$ cat src/rtl/ro_puf_pkg.sv
// ro_puf_pkg: shared FSM states, pipeline depths and challenge check for the RO PUF controller.
package ro_puf_pkg;
    typedef enum logic [2:0] {IDLE, SETTLE, COUNT, DRAIN, COMPARE, RESP} state_t;
    localparam int SYNC_DEPTH = 2;
    localparam int DRAIN_CYCLES = SYNC_DEPTH + 1;
    function automatic logic chal_ok(input int a, input int b, input int n);
        return a != b && a < n && b < n;
    endfunction
endpackage

$ cat src/rtl/ro_edge_counter.sv
// ro_edge_counter: synchronizes one raw ring output, detects rising edges and counts them
// into a saturating counter gated by enable.
module ro_edge_counter
    import ro_puf_pkg::*;
#(
    parameter int CNT_W = 16
) (
    input  logic             clk,
    input  logic             reset_n,
    input  logic             ring,
    input  logic             clear,
    input  logic             enable,
    output logic [CNT_W-1:0] count
);
    logic [SYNC_DEPTH-1:0] sync;
    logic prev, rise;
    // rise is registered so a sample taken in cycle c reaches the counter in c+DRAIN_CYCLES
    always_ff @(posedge clk or negedge reset_n) begin
        if (!reset_n) begin
            sync  <= '0;
            prev  <= 1'b0;
            rise  <= 1'b0;
            count <= '0;
        end else begin
            sync <= {sync[SYNC_DEPTH-2:0], ring};
            prev <= sync[SYNC_DEPTH-1];
            rise <= sync[SYNC_DEPTH-1] && !prev;
            if (clear)
                count <= '0;
            else if (enable && rise && count != '1)
                count <= count + 1'b1;
        end
    end
endmodule

$ cat src/rtl/ro_puf_controller.sv
// ro_puf_controller: enables a ring pair, counts edges over a window and returns one PUF bit.
// Define RO_PUF_MAJORITY_EN for three measurement rounds with a majority vote.
module ro_puf_controller
    import ro_puf_pkg::*;
#(
    parameter int N_RO          = 8,
    parameter int IDX_W         = $clog2(N_RO),
    parameter int CNT_W         = 16,
    parameter int WINDOW        = 1024,
    parameter int SETTLE_CYCLES = 16
) (
    input  logic             clk,
    input  logic             reset_n,
    input  logic             req_valid,
    output logic             req_ready,
    input  logic [IDX_W-1:0] chal_a,
    input  logic [IDX_W-1:0] chal_b,
    output logic [N_RO-1:0]  ro_enable,
    input  logic [N_RO-1:0]  ro_out,
    output logic             resp_valid,
    input  logic             resp_ready,
    output logic             response,
    output logic [CNT_W-1:0] count_a,
    output logic [CNT_W-1:0] count_b,
    output logic             tie,
    output logic             err
);
    state_t state, next;
    logic [31:0] timer;
    logic [IDX_W-1:0] sel_a, sel_b;
    logic [DRAIN_CYCLES-1:0] win_d;
    logic [CNT_W-1:0] cnt_a, cnt_b;
    logic accept, clear, last, vote, ok;

    assign req_ready  = state == IDLE;
    assign resp_valid = state == RESP;
    assign accept     = req_valid && req_ready;
    assign ok         = chal_ok(int'(chal_a), int'(chal_b), N_RO);
    assign clear      = accept || state == COMPARE;
    assign vote       = cnt_a > cnt_b;

`ifdef RO_PUF_MAJORITY_EN
    logic [1:0] rnd, votes;
    assign last = rnd == 2'd2;
`else
    assign last = 1'b1;
`endif

    always_comb begin
        next = state;
        case (state)
            IDLE:    if (accept) next = ok ? SETTLE : RESP;
            SETTLE:  if (timer == 32'(SETTLE_CYCLES - 1)) next = COUNT;
            COUNT:   if (timer == 32'(WINDOW - 1)) next = DRAIN;
            DRAIN:   if (timer == 32'(DRAIN_CYCLES - 1)) next = COMPARE;
            COMPARE: next = last ? RESP : SETTLE;
            RESP:    if (resp_ready) next = IDLE;
            default: next = IDLE;
        endcase
    end

    always_comb begin
        ro_enable = '0;
        if (state == SETTLE || state == COUNT) begin
            ro_enable[sel_a] = 1'b1;
            ro_enable[sel_b] = 1'b1;
        end
    end

    always_ff @(posedge clk or negedge reset_n) begin
        if (!reset_n) begin
            state    <= IDLE;
            timer    <= '0;
            sel_a    <= '0;
            sel_b    <= '0;
            win_d    <= '0;
            response <= 1'b0;
            tie      <= 1'b0;
            err      <= 1'b0;
            count_a  <= '0;
            count_b  <= '0;
`ifdef RO_PUF_MAJORITY_EN
            rnd      <= '0;
            votes    <= '0;
`endif
        end else begin
            state <= next;
            timer <= next == state ? timer + 32'd1 : '0;
            win_d <= {win_d[DRAIN_CYCLES-2:0], state == COUNT};
            if (accept) begin
                sel_a    <= chal_a;
                sel_b    <= chal_b;
                err      <= !ok;
                response <= 1'b0;
                tie      <= 1'b0;
                count_a  <= '0;
                count_b  <= '0;
            end
            if (state == COMPARE) begin
                count_a <= cnt_a;
                count_b <= cnt_b;
                tie     <= cnt_a == cnt_b;
`ifdef RO_PUF_MAJORITY_EN
                rnd      <= last ? 2'd0 : rnd + 2'd1;
                votes    <= {votes[0], vote};
                response <= last && ((votes[1] && votes[0]) || (vote && (votes[1] || votes[0])));
`else
                response <= vote;
`endif
            end
        end
    end

    ro_edge_counter #(.CNT_W(CNT_W)) u_cnt_a (
        .clk(clk), .reset_n(reset_n), .ring(ro_out[sel_a]), .clear(clear),
        .enable(win_d[DRAIN_CYCLES-1]), .count(cnt_a)
    );

    ro_edge_counter #(.CNT_W(CNT_W)) u_cnt_b (
        .clk(clk), .reset_n(reset_n), .ring(ro_out[sel_b]), .clear(clear),
        .enable(win_d[DRAIN_CYCLES-1]), .count(cnt_b)
    );
endmodule

$ cat config.mk
export PLATFORM = sky130hd
export DESIGN_NAME = ro_puf_controller
export DESIGN_NICKNAME = d
export VERILOG_FILES = /design/src/rtl/ro_puf_pkg.sv /design/src/rtl/ro_edge_counter.sv /design/src/rtl/ro_puf_controller.sv
export SDC_FILE = /design/constraint.sdc
export NUM_CORES = 1
export LEC_CHECK = 0
export CORE_MARGIN = 3
export CORE_UTILIZATION = 56
export CTS_CLUSTER_SIZE = 40
export DETAILED_ROUTE_END_ITERATION = 6
export PLACE_DENSITY = 0.87
export RECOVER_POWER = 50
export SLEW_MARGIN = 20
export SYNTH_ARGS = -nofsm -noshare
export SYNTH_HDL_FRONTEND = slang
export SYNTH_SLANG_ARGS = --single-unit
$ cat constraint.sdc
create_clock -name clk -period 2.65 [get_ports clk]
set_input_delay 0.53 -clock clk [delete_from_list [all_inputs] [get_ports clk]]
set_output_delay 0.53 -clock clk [all_outputs]
set_load 0.01 [all_outputs]
Yosys cells after proc, flatten, opt, wreduce, memory -nomap -nowiden
Cells that the tools add are included.

Bits in registers: 119. Bits of input ports: 18. Output and inout port bits: 45. Word-level logic and storage cells: 85.

$add $sub $neg: 3. Order comparisons: 5. Eq/ne operators: 13. Mux-type cells: 27. Bitwise operators: 1. Reduce and logical (&&, ||, !) cells: 18.

Operators with widths (number): $mux W16 (7); $add A16 B1 Y16 const B (2); $add A32 B1 Y32 const B (1); $eq A32 B10 Y1 const B (1); $eq A32 B2 Y1 const B (1); $eq A32 B4 Y1 const B (1); $mux W32 (1); $ne A16 B16 Y1 const B (2); $mux W3 (6); $pmux W3 S6 (1); $eq A16 B16 Y1 (1); $gt A16 B16 Y1 (1); $logic_and A1 B1 Y1 (9); $lt A3 B4 Y1 const B (2); $mux W8 (1); $or A8 B8 Y8 (1); $mux W1 (7); $bmux W1 S3 (2); $demux W1 S3 (2); $eq A3 B2 Y1 const B (2); $eq A3 B3 Y1 const B (2); $ge A3 B1 Y1 const B (2); $reduce_bool A2 Y1 (3); $eq A3 B1 Y1 const B (1); other kinds (5) (8).

Longest topological paths before layout
Gate-level depths: netlist (run 1).

Depth in word-level cells: 6. Mapped depth: 8. Gate-level depth less buffers: 7.

Hierarchy
A second synthesis (run 1) with hierarchy kept.

Cells, all modules: 648. Area total of the unflattened synthesis: 6666.4 um^2.

By module, submodules not included: ro_puf_controller (times used 1, cells an instance 432, area an instance 4586.9 um^2, sequential area each 1976.9 um^2); ro_edge_counter (times used 2, cells an instance 108, area an instance 1039.7 um^2, sequential area each 500.5 um^2).

Worst setup path before layout (run 1)
No wires, ideal clock.

Path kind: register to register. Start: register timer[15]. End: register timer[5]. Setup time: 0.119 ns. Arrival: 1.936 ns. Required time: 2.531 ns. Slack: 0.594 ns. Stages on the path, launching flop included: 6. Path buffers: 1. Period minus slack after synthesis: 2.056 ns. Path through: dfrtp_1 -> or4_1 -> or4_4 -> o221ai_2 -> buf_4 -> nor2_1.

Word-level cells in the longest chain between the ends: 5. Elaborated cells on any way between the ends: 9. Classes of those cells: eq/ne (4); mux (5).

RTL lines: from (decl) (RTL line ro_puf_controller.sv:29) `logic [31:0] timer;`; from (signal assigned) (RTL line ro_puf_controller.sv:88) `timer <= next == state ? timer + 32'd1 : '0;`; $eq A32 B2 Y1, or another cell as far along (RTL line ro_puf_controller.sv:55) `DRAIN: if (timer == 32'(DRAIN_CYCLES - 1)) next = COMPARE;`; $mux W3, on equally long branches (RTL line ro_puf_controller.sv:55, ro_puf_controller.sv:53, ro_puf_controller.sv:54); $pmux W3 S6 (*) (RTL line ro_puf_controller.sv:51) `case (state)`; $eq A3 B3 Y1 (*) (RTL line ro_puf_controller.sv:88); $mux W32 (*) (RTL line ro_puf_controller.sv:88).

Mark *: on every way between the ends. The rest lies on a longest branch, timed or not. A chain may end at the register's enable or synchronous reset.

Worst setup path after layout (run 1)
Start: register sel_a[2]. End: output port ro_enable[5].

Word-level cells in the longest chain between the ends: 6. Elaborated cells on any way between the ends: 7. Classes of those cells: order compare (2); mux (3); bitwise (1); reduce/logical (1).

RTL lines: from (decl) (RTL line ro_puf_controller.sv:30) `logic [IDX_W-1:0] sel_a, sel_b;`; from (signal assigned) (RTL line ro_puf_controller.sv:91) `sel_a <= chal_a;`; $lt A3 B4 Y1 (not written as such) or $ge A3 B1 Y1 (tied branches) (RTL line ro_puf_controller.sv:65) `ro_enable[sel_a] = 1'b1;`; $logic_and A1 B1 Y1 (not written as such) (RTL line ro_puf_controller.sv:65); $mux W1 (not written as such) (RTL line ro_puf_controller.sv:65); $demux W1 S3 (*) (RTL line ro_puf_controller.sv:65); $or A8 B8 Y8 (no source line) (*); $mux W8 (*) (RTL line ro_puf_controller.sv:64) `if (state == SETTLE || state == COUNT) begin`; to (decl) (RTL line ro_puf_controller.sv:18) `output logic [N_RO-1:0] ro_enable,`.

Marked as above.

==> impl_metrics.toml, run 1 <==
[hold_path]
min_path_type = "in2async"

[final_layout]
final_cell_count_no_fill = 867
layout_commonest_cell = "dfrtp_1"
fin_nets = 756
fill_cells = 771
drive_gt1_share_pct = 10.3
multi_input_area_mm2 = 0.00295
antenna-diode-count = 0
area_growth_pct = 22.0
final_cell_mix = "dfrtp_1 (113), nand2_1 (85), nor2_1 (79), clkdlybuf4s50_1 (60), xnor2_1 (32)"
regArea_mm2 = 0.00299

[global_route]
grt_start_max_net_pins = 52
antenna_found_initial = 0
grt_pass1_vias = 5075
grt-ovfl-total = 0
grt_usage_pct = 24.6
grt_pass1_wl_um = 24800

[placement]
placed_cells = 832
dp_hpwl_um = 9970
gp_congestion = 0.873
port_buffers = 62

[power_and_ir_drop]
clkPwrFrac_pct = 43.5
swShare_pct = 27.2
peakVddDrop_uv = 419
cellPowerDensity_mw_per_mm2 = 631
p_seq_share_pct = 44.2
p_int_w = 0.00344
finalPower_w = 0.00473
pwr-share-comb_pct = 12.4
switching_power_w = 0.00129
p_leak_nw = 3.33

[floorplanning]
num_rows = 37
fp.dieArea_mm2 = 0.0123
die_y_um = 111
die_width_um = 111
start_util_pct = 58.4
ios = 63
core-area_mm2 = 0.0105

[critical_path]
cp-startpoint = "sel_a[2]"
crit_fanout = 6
crit_arrival_ps = 1990
start_kind = "flop"
critPathCaptureType = "output pin"
worstSetupPathType = "reg2out"
reg2reg_to = "timer[19]"
r2r_cells = 5
crit_required_ps = 2120
timing.rr.start = "timer[15]"
reg2reg_setup_slack_ps = 360

[drt]
wire_per_inst_um = 17.0
drc = 0
wl_um = 14800
wl_met1_um = 5990
ant_nets = 0
dr.pass1.iters = 5
num_vias = 5288
route.met2.wl_um = 7460
vias_per_cell = 6.10
route.met3.wl_um = 999
drt_iter0_drc = 435
top_layer_used = "met4"

[synth]
yosys_warnings = 0
ys_types = 58
synth_area_mm2 = 0.00614
synth_edf_count = 0
synth_cells = 652
synth_nets = 690
ys_async_sr_fraction_pct = 100
ys_seq_area_share_pct = 48.5
ys_ff_latch = 119
synth_ff_type = "dfrtp_1"
syn_area_per_cell_um2 = 9.42

[timing]
finalHoldViolations = 0
setup_viol = 0
slew_headroom_pct = 17.3
period_needed_ps = 2520
tightest_slew_ps = 1240
period_share_pct = 95.1
holdWs_ps = 267
rsz0062_at_grt = "yes"
finalMaxSlewViolations = 0
skew_ps = 6.02
max_freq_mhz = 397

[clock_tree]
cts-root-buf = "clkbuf_8"
clk_pin_slew_ps = 60
h-tree-depth = 4
cts_made_buffers = 17
clk_latency_ps = 520
cts.sinks = 119
cts_tree = "built"
postCtsHoldBufs = 0
clockBufferDepth = 2

[flow_run]
cap_violations = 0

[status]
outcome = "finished clean"
## timing repair
action	4_1_cts	5_1_grt
buffers inserted	0	3
endpoints found under the hold margin	0	0
gates resized for setup	4	7
setup endpoints to repair	8	8
## registers in the layout, summed over array words and instances (netlist names), 16 cells and up
name,flops
u_cnt_b.count,16
u_cnt_a.count,16
count_b,16
count_a,16
timer,32
## worst max-delay path by stage
stage / to / cells after the start
floorplan: timer[5] / 5
CTS: ro_enable[5] / 4
finish: ro_enable[5] / 4
global placement: timer[29] / 5
detailed placement: timer[19] / 5
global route: ro_enable[3] / 4
## cell usage after synthesis (all sizes together), types with 2 or more instances
library cell	number	area, um^2
nor2b	5	31.3
or3	3	18.8
o31a	3	26.3
and4	11	96.3
a211oi	5	37.5
nand4	24	150
nor4	12	81.3
o21ai	29	145
o22ai	16	100
inv	26	97.6
ha	20	250
or4	2	18.8
clkbuf	22	82.6
a21oi	14	70.1
a31oi	2	12.5
or2	2	12.5
o211ai	4	30.0
and2	2	12.5
o21a	4	30.0
a21o	2	15.0
nor3	18	90.1
or3b	2	17.5
xor2	22	193
nor3b	4	30.0
o31ai	2	15.0
o221ai	3	32.5
dfrtp	119	2980
nand2	86	323
xnor2	32	280
and3	7	43.8
mux2i	2	20.0
a2111oi	4	35.0
nand3	28	140
o211a	2	20.0
nor2	79	297
mux2	6	67.6
mux4	2	45.0
buf	9	46.3
a221oi	2	17.5
nand2b	2	12.5
## routing by layer
layer / vias up / global-route usage, %
met3: 35 / 5.13
met5: - / 0
met1: 2570 / 31.5
met2: 248 / 41.3
li1: 2435 / -
met4: 0 / 9.20
## metrics by stage
stage / worst slack [ps] / utilization, % / cell area (um^2) / TNS (ps)
floorplan: 594 / - / 6140 / 0
global placement: 448 / 66.0 / 6930 / 0
detailed placement: 381 / 66.0 / 6930 / 0
CTS: 3.34 / 71.2 / 7480 / 0
global route: -10.4 / 71.3 / 7490 / -10.4
finish: 129 / 71.3 / 7490 / 0
## logic make-up after synthesis
| group | count (synthesis) | share of synthesized area, % |
|---|---|---|
| mux | 10 | 2.16 |
| compound gates | 101 | 10.9 |
| flops | 119 | 48.5 |
| simple gates | 291 | 23.0 |
| xor+xnor | 54 | 7.70 |
| fa+ha+maj | 20 | 4.07 |
| buf+inv | 57 | 3.69 |
## final cells by class
class / instances / area share (%)
clock buffer: 19 / 5.76
clock inverter: 13 / 1.42
multi-input combinational: 476 / 39.4
tap: 136 / 2.27
inverter: 26 / 1.30
sequential: 119 / 39.9
timing repair buffer: 78 / 9.94
## worst max-delay path, stage by stage, from the launching register on
cell and delay (ps):
dfrtp_1 450, nor2b_2 270, a32oi_1 80, nor2_1 120, clkdlybuf4s50_1 560
## power by group through the flow
stage | logic (W) | registers (W) | clock network, W
global route | 0.000671 | 0.00211 | 0.00217
detailed placement | 0.000576 | 0.00211 | 0
global placement | 0.000548 | 0.00210 | 0
CTS | 0.000583 | 0.00208 | 0.00208
floorplan | 0.000404 | 0.00206 | 0
finish | 0.000584 | 0.00209 | 0.00205
Note: power is estimated with default switching activity, not from simulation.
==> run 2: changes to the inputs <==
--- a/config.mk
+++ b/config.mk
@@ -5,12 +5,14 @@
 export SDC_FILE = /design/constraint.sdc
 export NUM_CORES = 1
 export LEC_CHECK = 0
+export ABC_AREA = 1
 export CORE_MARGIN = 3
 export CORE_UTILIZATION = 56
 export CTS_CLUSTER_SIZE = 40
 export DETAILED_ROUTE_END_ITERATION = 6
 export PLACE_DENSITY = 0.87
 export RECOVER_POWER = 50
+export SKIP_CTS_REPAIR_TIMING = 1
 export SLEW_MARGIN = 20
 export SYNTH_ARGS = -nofsm -noshare
 export SYNTH_HDL_FRONTEND = slang
==> impl_metrics.toml, run 2 <==
[status]
outcome = "finished clean"

[timing]
skew_ps = 7.47
period_needed_ps = 2530
period_share_pct = 95.4
max_freq_mhz = 395
finalHoldViolations = 0
holdWs_ps = 321
setup_viol = 0
tightest_slew_ps = 1140
rsz0062_at_grt = "no"
slew_headroom_pct = 24.0
finalMaxSlewViolations = 0

[final_layout]
final_cell_count_no_fill = 1008
multi_input_area_mm2 = 0.00291
antenna-diode-count = 0
layout_commonest_cell = "nand2_1"
drive_gt1_share_pct = 9.56
area_growth_pct = 22.0
top_register = "timer"
fin_nets = 893
final_cell_mix = "nand2_1 (151), dfrtp_1 (118), inv_1 (100), nor2_1 (76), o21ai_0 (64)"
regArea_mm2 = 0.00298
largest_register_ffs = 32
fill_cells = 797

[synth]
synth_area_leaders = "dfrtp_1 (47%), nand2_1 (8.9%), inv_1 (5.9%)"
post-synth-top-count-cell = "nand2_1"
ys_ff_latch = 119
ys_async_sr_fraction_pct = 100
syn_area_per_cell_um2 = 8.15
synth_edf_count = 0
ys_seq_area_share_pct = 47.0
synth_ff_type = "dfrtp_1"
synth_area_mm2 = 0.00634
synth_cells = 778
yosys_warnings = 0
yosysTopAreaCell = "dfrtp_1"
synth_nets = 816
synth_top_area_share_pct = 47.0
synthTopCellsByCount = "nand2_1 (151), dfrtp_1 (119), inv_1 (100), nor2_1 (76), o21ai_0 (66)"
ys_types = 32

[global_route]
grt_pass1_wl_um = 26000
grt_pass1_vias = 5606
grt-ovfl-total = 0
grt_usage_pct = 25.2
antenna_found_initial = 0
grt_start_max_net_pins = 48

[clock_tree]
cts_tree = "built"
h-tree-depth = 4
cts.sinks = 119
clk_pin_slew_ps = 60
cts_made_buffers = 17
clockBufferDepth = 2
cts-root-buf = "clkbuf_16"
clk_latency_ps = 410

[power_and_ir_drop]
p_int_w = 0.00398
peakVddDrop_uv = 717
pwr-share-comb_pct = 25.3
cellPowerDensity_mw_per_mm2 = 771
swShare_pct = 33.2
clkPwrFrac_pct = 38.5
p_leak_nw = 3.50
p_seq_share_pct = 36.2
switching_power_w = 0.00198

[placement]
placed_cells = 975
dp_hpwl_um = 10400
gp_congestion = 0.921
port_buffers = 62

[floorplanning]
start_util_pct = 58.0
die_y_um = 112
ios = 63
core-area_mm2 = 0.0109
die_width_um = 112
num_rows = 38
fp.dieArea_mm2 = 0.0126

[critical_path]
crit_arrival_ps = 2000
cp-startpoint = "state[1]"
r2r_cells = 13
reg2reg_setup_slack_ps = 520
crit_fanout = 8
timing.rr.start = "timer[0]"
start_kind = "flop"
critPathCaptureType = "output pin"
crit_required_ps = 2120
reg2reg_to = "timer[31]"
worstSetupPathType = "reg2out"

[drt]
vias_per_cell = 5.61
ant_nets = 0
dr.pass1.iters = 5
wire_per_inst_um = 15.3
drt_iter0_drc = 433
drc = 0
wl_um = 15400
num_vias = 5654

[hold_path]
min_path_type = "in2async"

[flow_run]
cap_violations = 0
==> run 2: cell types whose count changed in the layout (fill, tap and decap cells not counted), moves of 6 or more <==
cell     previous run  this run
mux2_2              6         0
nand3_1            28        41
nand2_1            85       151
nor2_2              0        33
o21ai_0            29        64
buf_4              13         6
xor2_1             22        36
and4_1             11         0
inv_1              25       100
o22ai_1            16         0
xnor2_1            32         7
nor3_1             16        37
o31ai_1             2         8
==> run 2: critical path, stage by stage, from the launching register on <==
cell	delay, ps
dfrtp_1	430
nor3_2	230
inv_1	110
o21ai_4	100
o21ai_0	120
inv_1	70
clkdlybuf4s50_1	520
==> run 2: how the worst max path moves through the flow <==
stage | end | slack, ps | cells past startpoint
3_3_place_gp | ro_enable[0] | 170 | 6
6_report | ro_enable[7] | 120 | 6
3_5_place_dp | ro_enable[0] | 160 | 6
5_1_grt | ro_enable[4] | 3 | 6
2_1_floorplan | timer[13] | 940 | 13
4_1_cts | ro_enable[0] | -280 | 6
==> run 2: area by class of cell <==
class	instances	area share, %
Clock buffer	19	5.73
Clock inverter	13	1.89
Inverter	101	4.90
Multi-Input combinational cell	542	37.6
Sequential cell	119	38.5
Tap cell	140	2.26
Timing Repair Buffer	74	9.07
==> run 2: layer usage <==
metal	routed length, um	GRT usage (%)	vias up
met3	943	5.44	32
met5	0	0	-
met1	6270	31.3	2678
met2	7900	42.9	243
met4	306	9.94	0
li1	-	-	2701
==> run 2: power by group through the flow <==
| stage | Sequential [W] | Clock [W] | Combinational (W) |
|---|---|---|---|
| 3_3_place_gp | 0.00217 | 0 | 0.00142 |
| 6_report | 0.00216 | 0.00230 | 0.00151 |
| 5_1_grt | 0.00218 | 0.00239 | 0.00166 |
| 3_5_place_dp | 0.00218 | 0 | 0.00145 |
| 4_1_cts | 0.00216 | 0.00231 | 0.00148 |
| 2_1_floorplan | 0.00215 | 0 | 0.000970 |
==> run 2: kinds of logic (layout without fill, tap and decap cells) <==
logic type | after synthesis | in the layout | share of synthesized area, %
adders and majority gates | 20 | 20 | 3.95
DFF | 119 | 119 | 47.0
and+or+nand+nor | 374 | 374 | 26.6
AOI/OAI and AO/OA | 105 | 105 | 9.16
buffers and inverters | 117 | 207 | 7.38
xor gates and xnor gates | 43 | 43 | 5.94
==> run 2: metrics by stage <==
stage	power, W	setup TNS, ps	instance area, um^2	utilization [%]	setup WS (ps)
after floorplan	0.00312	0	6340	-	937
after global placement	0.00359	0	7170	65.6	173
after detailed placement	0.00364	0	7170	65.6	158
after CTS	0.00595	-1770	7760	70.9	-281
after global routing	0.00623	0	7730	70.7	3.26
final	0.00596	0	7730	70.7	121
==> run 3: changes to the inputs <==
--- a/config.mk
+++ b/config.mk
@@ -8,10 +8,11 @@
 export ABC_AREA = 1
 export CORE_MARGIN = 3
 export CORE_UTILIZATION = 56
-export CTS_CLUSTER_SIZE = 40
+export CTS_CLUSTER_SIZE = 10
 export DETAILED_ROUTE_END_ITERATION = 6
 export PLACE_DENSITY = 0.87
 export RECOVER_POWER = 50
+export SETUP_SLACK_MARGIN = 0.15
 export SKIP_CTS_REPAIR_TIMING = 1
 export SLEW_MARGIN = 20
 export SYNTH_ARGS = -nofsm -noshare
==> impl_metrics.toml, run 3 (same netlist as run 2, synthesis figures left out) <==
[final_layout]
area_growth_pct = 23.2
fill_cells = 795
antenna-diode-count = 0
largest_register_ffs = 32
drive_gt1_share_pct = 10.7
layout_commonest_cell = "nand2_1"
fin_nets = 896
final_cell_mix = "nand2_1 (150), dfrtp_1 (118), inv_1 (99), nor2_1 (76), o21ai_0 (62)"
top_register = "timer"

[timing]
period_needed_ps = 2550
tightest_slew_ps = 1150
holdWs_ps = 330
setup_tns_ps = 0
period_share_pct = 96.0
skew_ps = 5.95
finalHoldViolations = 0
slew_headroom_pct = 23.6
setup_viol = 0
max_freq_mhz = 393
finalMaxSlewViolations = 0
rsz0062_at_grt = "yes"

[status]
outcome = "finished clean"

[clock_tree]
cts.sinks = 119
cts_made_buffers = 17
h-tree-depth = 4
clockBufferDepth = 2
cts_tree = "built"
clk_pin_slew_ps = 60
clk_latency_ps = 410
cts-root-buf = "clkbuf_16"

[critical_path]
r2r_cells = 11
reg2reg_to = "u_cnt_b.count[14]"
critPathCaptureType = "output pin"
reg2reg_setup_slack_ps = 430
start_kind = "flop"
crit_arrival_ps = 2020
path_cells = "inv_2 -> nand2_2 -> o21ai_4 -> o21ai_1 -> inv_1 -> clkdlybuf4s50_1"
crit_required_ps = 2120
critical_path.slowest_cell = "clkdlybuf4s50_1"
timing.rr.start = "state[1]"
worstSetupPathType = "reg2out"
crit_fanout = 6
slowest_delay_ps = 530

[drt]
wl_um = 15700
num_vias = 5701
ant_nets = 0
drt_iter0_drc = 447
dr.pass1.iters = 5
vias_per_cell = 5.64
drc = 0
wire_per_inst_um = 15.5

[floorplanning]
fp.dieArea_mm2 = 0.0126
start_util_pct = 58.0
die_width_um = 112
ios = 63
num_rows = 38
core-area_mm2 = 0.0109
die_y_um = 112

[power_and_ir_drop]
peakVddDrop_uv = 732
p_leak_nw = 3.63
finalPower_w = 0.00602
cellPowerDensity_mw_per_mm2 = 771

[global_route]
grt_start_max_net_pins = 48
grt_pass1_wl_um = 26000
globalRouteMet1Util_pct = 31.3
grt-ovfl-total = 0
globalRouteMet3Util_pct = 5.44
use_met2_pct = 42.9
grt_pass1_vias = 5606
grt-busiest-layer = "met2"
grt_usage_pct = 25.2
antenna_found_initial = 0

[hold_path]
min_path_type = "in2async"

[placement]
port_buffers = 62
dp_hpwl_um = 10400
gp_congestion = 0.921

[flow_run]
cap_violations = 0
run 3: cell types whose count changed in the layout (fill, tap and decap cells not counted):
| cell | before | now |
|---|---|---|
| o21ai_0 | 64 | 62 |
| inv_2 | 1 | 2 |
| buf_4 | 6 | 9 |
| nand2_2 | 2 | 3 |
| nor3_4 | 0 | 1 |
| inv_1 | 100 | 99 |
| nor3_1 | 37 | 32 |
| dlymetal6s2s_1 | 0 | 7 |
| nor3_2 | 1 | 5 |
| o21ai_1 | 1 | 3 |
| clkdlybuf4s50_1 | 61 | 54 |
| nand2_1 | 151 | 150 |
run 3: per-stage QoR:
step | instance area (um^2) | std cells | util, % | setup slack [ps]
finish | 7810 | 1011 | 71.4 | 105
floorplan | 6340 | 778 | - | 937
detailed placement | 7170 | 975 | 65.6 | 158
CTS | 7760 | 1007 | 70.9 | -281
global placement | 7170 | 975 | 65.6 | 173
global route | 7810 | 1011 | 71.4 | 35.8
run 3: critical path, delay by kind of cell, from the launching register on:
| kind | cells | cell delay [ps] |
|---|---|---|
| compound gates | 2 | 350 |
| flops | 1 | 450 |
| buf+inv | 3 | 710 |
| simple gates | 1 | 90 |
run 3: layer usage:
metal	up-vias	share of wire [%]	wire, um
met3	46	6.0	942
met1	2698	40	6310
li1	2709	-	-
met5	-	0	0
met4	0	2.4	374
met2	248	52	8100
run 3: final cells by class:
cell class | instances | area, um^2 | area share [%]
inverters | 101 | 379 | 4.85
repair buffers | 77 | 742 | 9.50
clock inverters | 13 | 146 | 1.87
flip-flops and latches | 119 | 2980 | 38.2
multi-input cells | 542 | 2940 | 37.7
clock buffers | 19 | 443 | 5.67
well taps | 140 | 175 | 2.24
run 3: where the power goes:
part,switching [W],leakage (nW),internal [W]
Sequential,0.000169,1.63,0.00200
Clock,0.000872,0.284,0.00142
Combinational,0.000981,1.72,0.000583
run 3: worst max-delay path by stage:
| stage | start | end | slack, ps |
|---|---|---|---|
| 2_1_floorplan | timer[0] | timer[13] | 940 |
| 6_report | state[2] | ro_enable[0] | 100 |
| 4_1_cts | state[2] | ro_enable[0] | -280 |
| 3_3_place_gp | state[2] | ro_enable[0] | 170 |
| 3_5_place_dp | state[2] | ro_enable[0] | 160 |
| 5_1_grt | state[2] | ro_enable[0] | 40 |
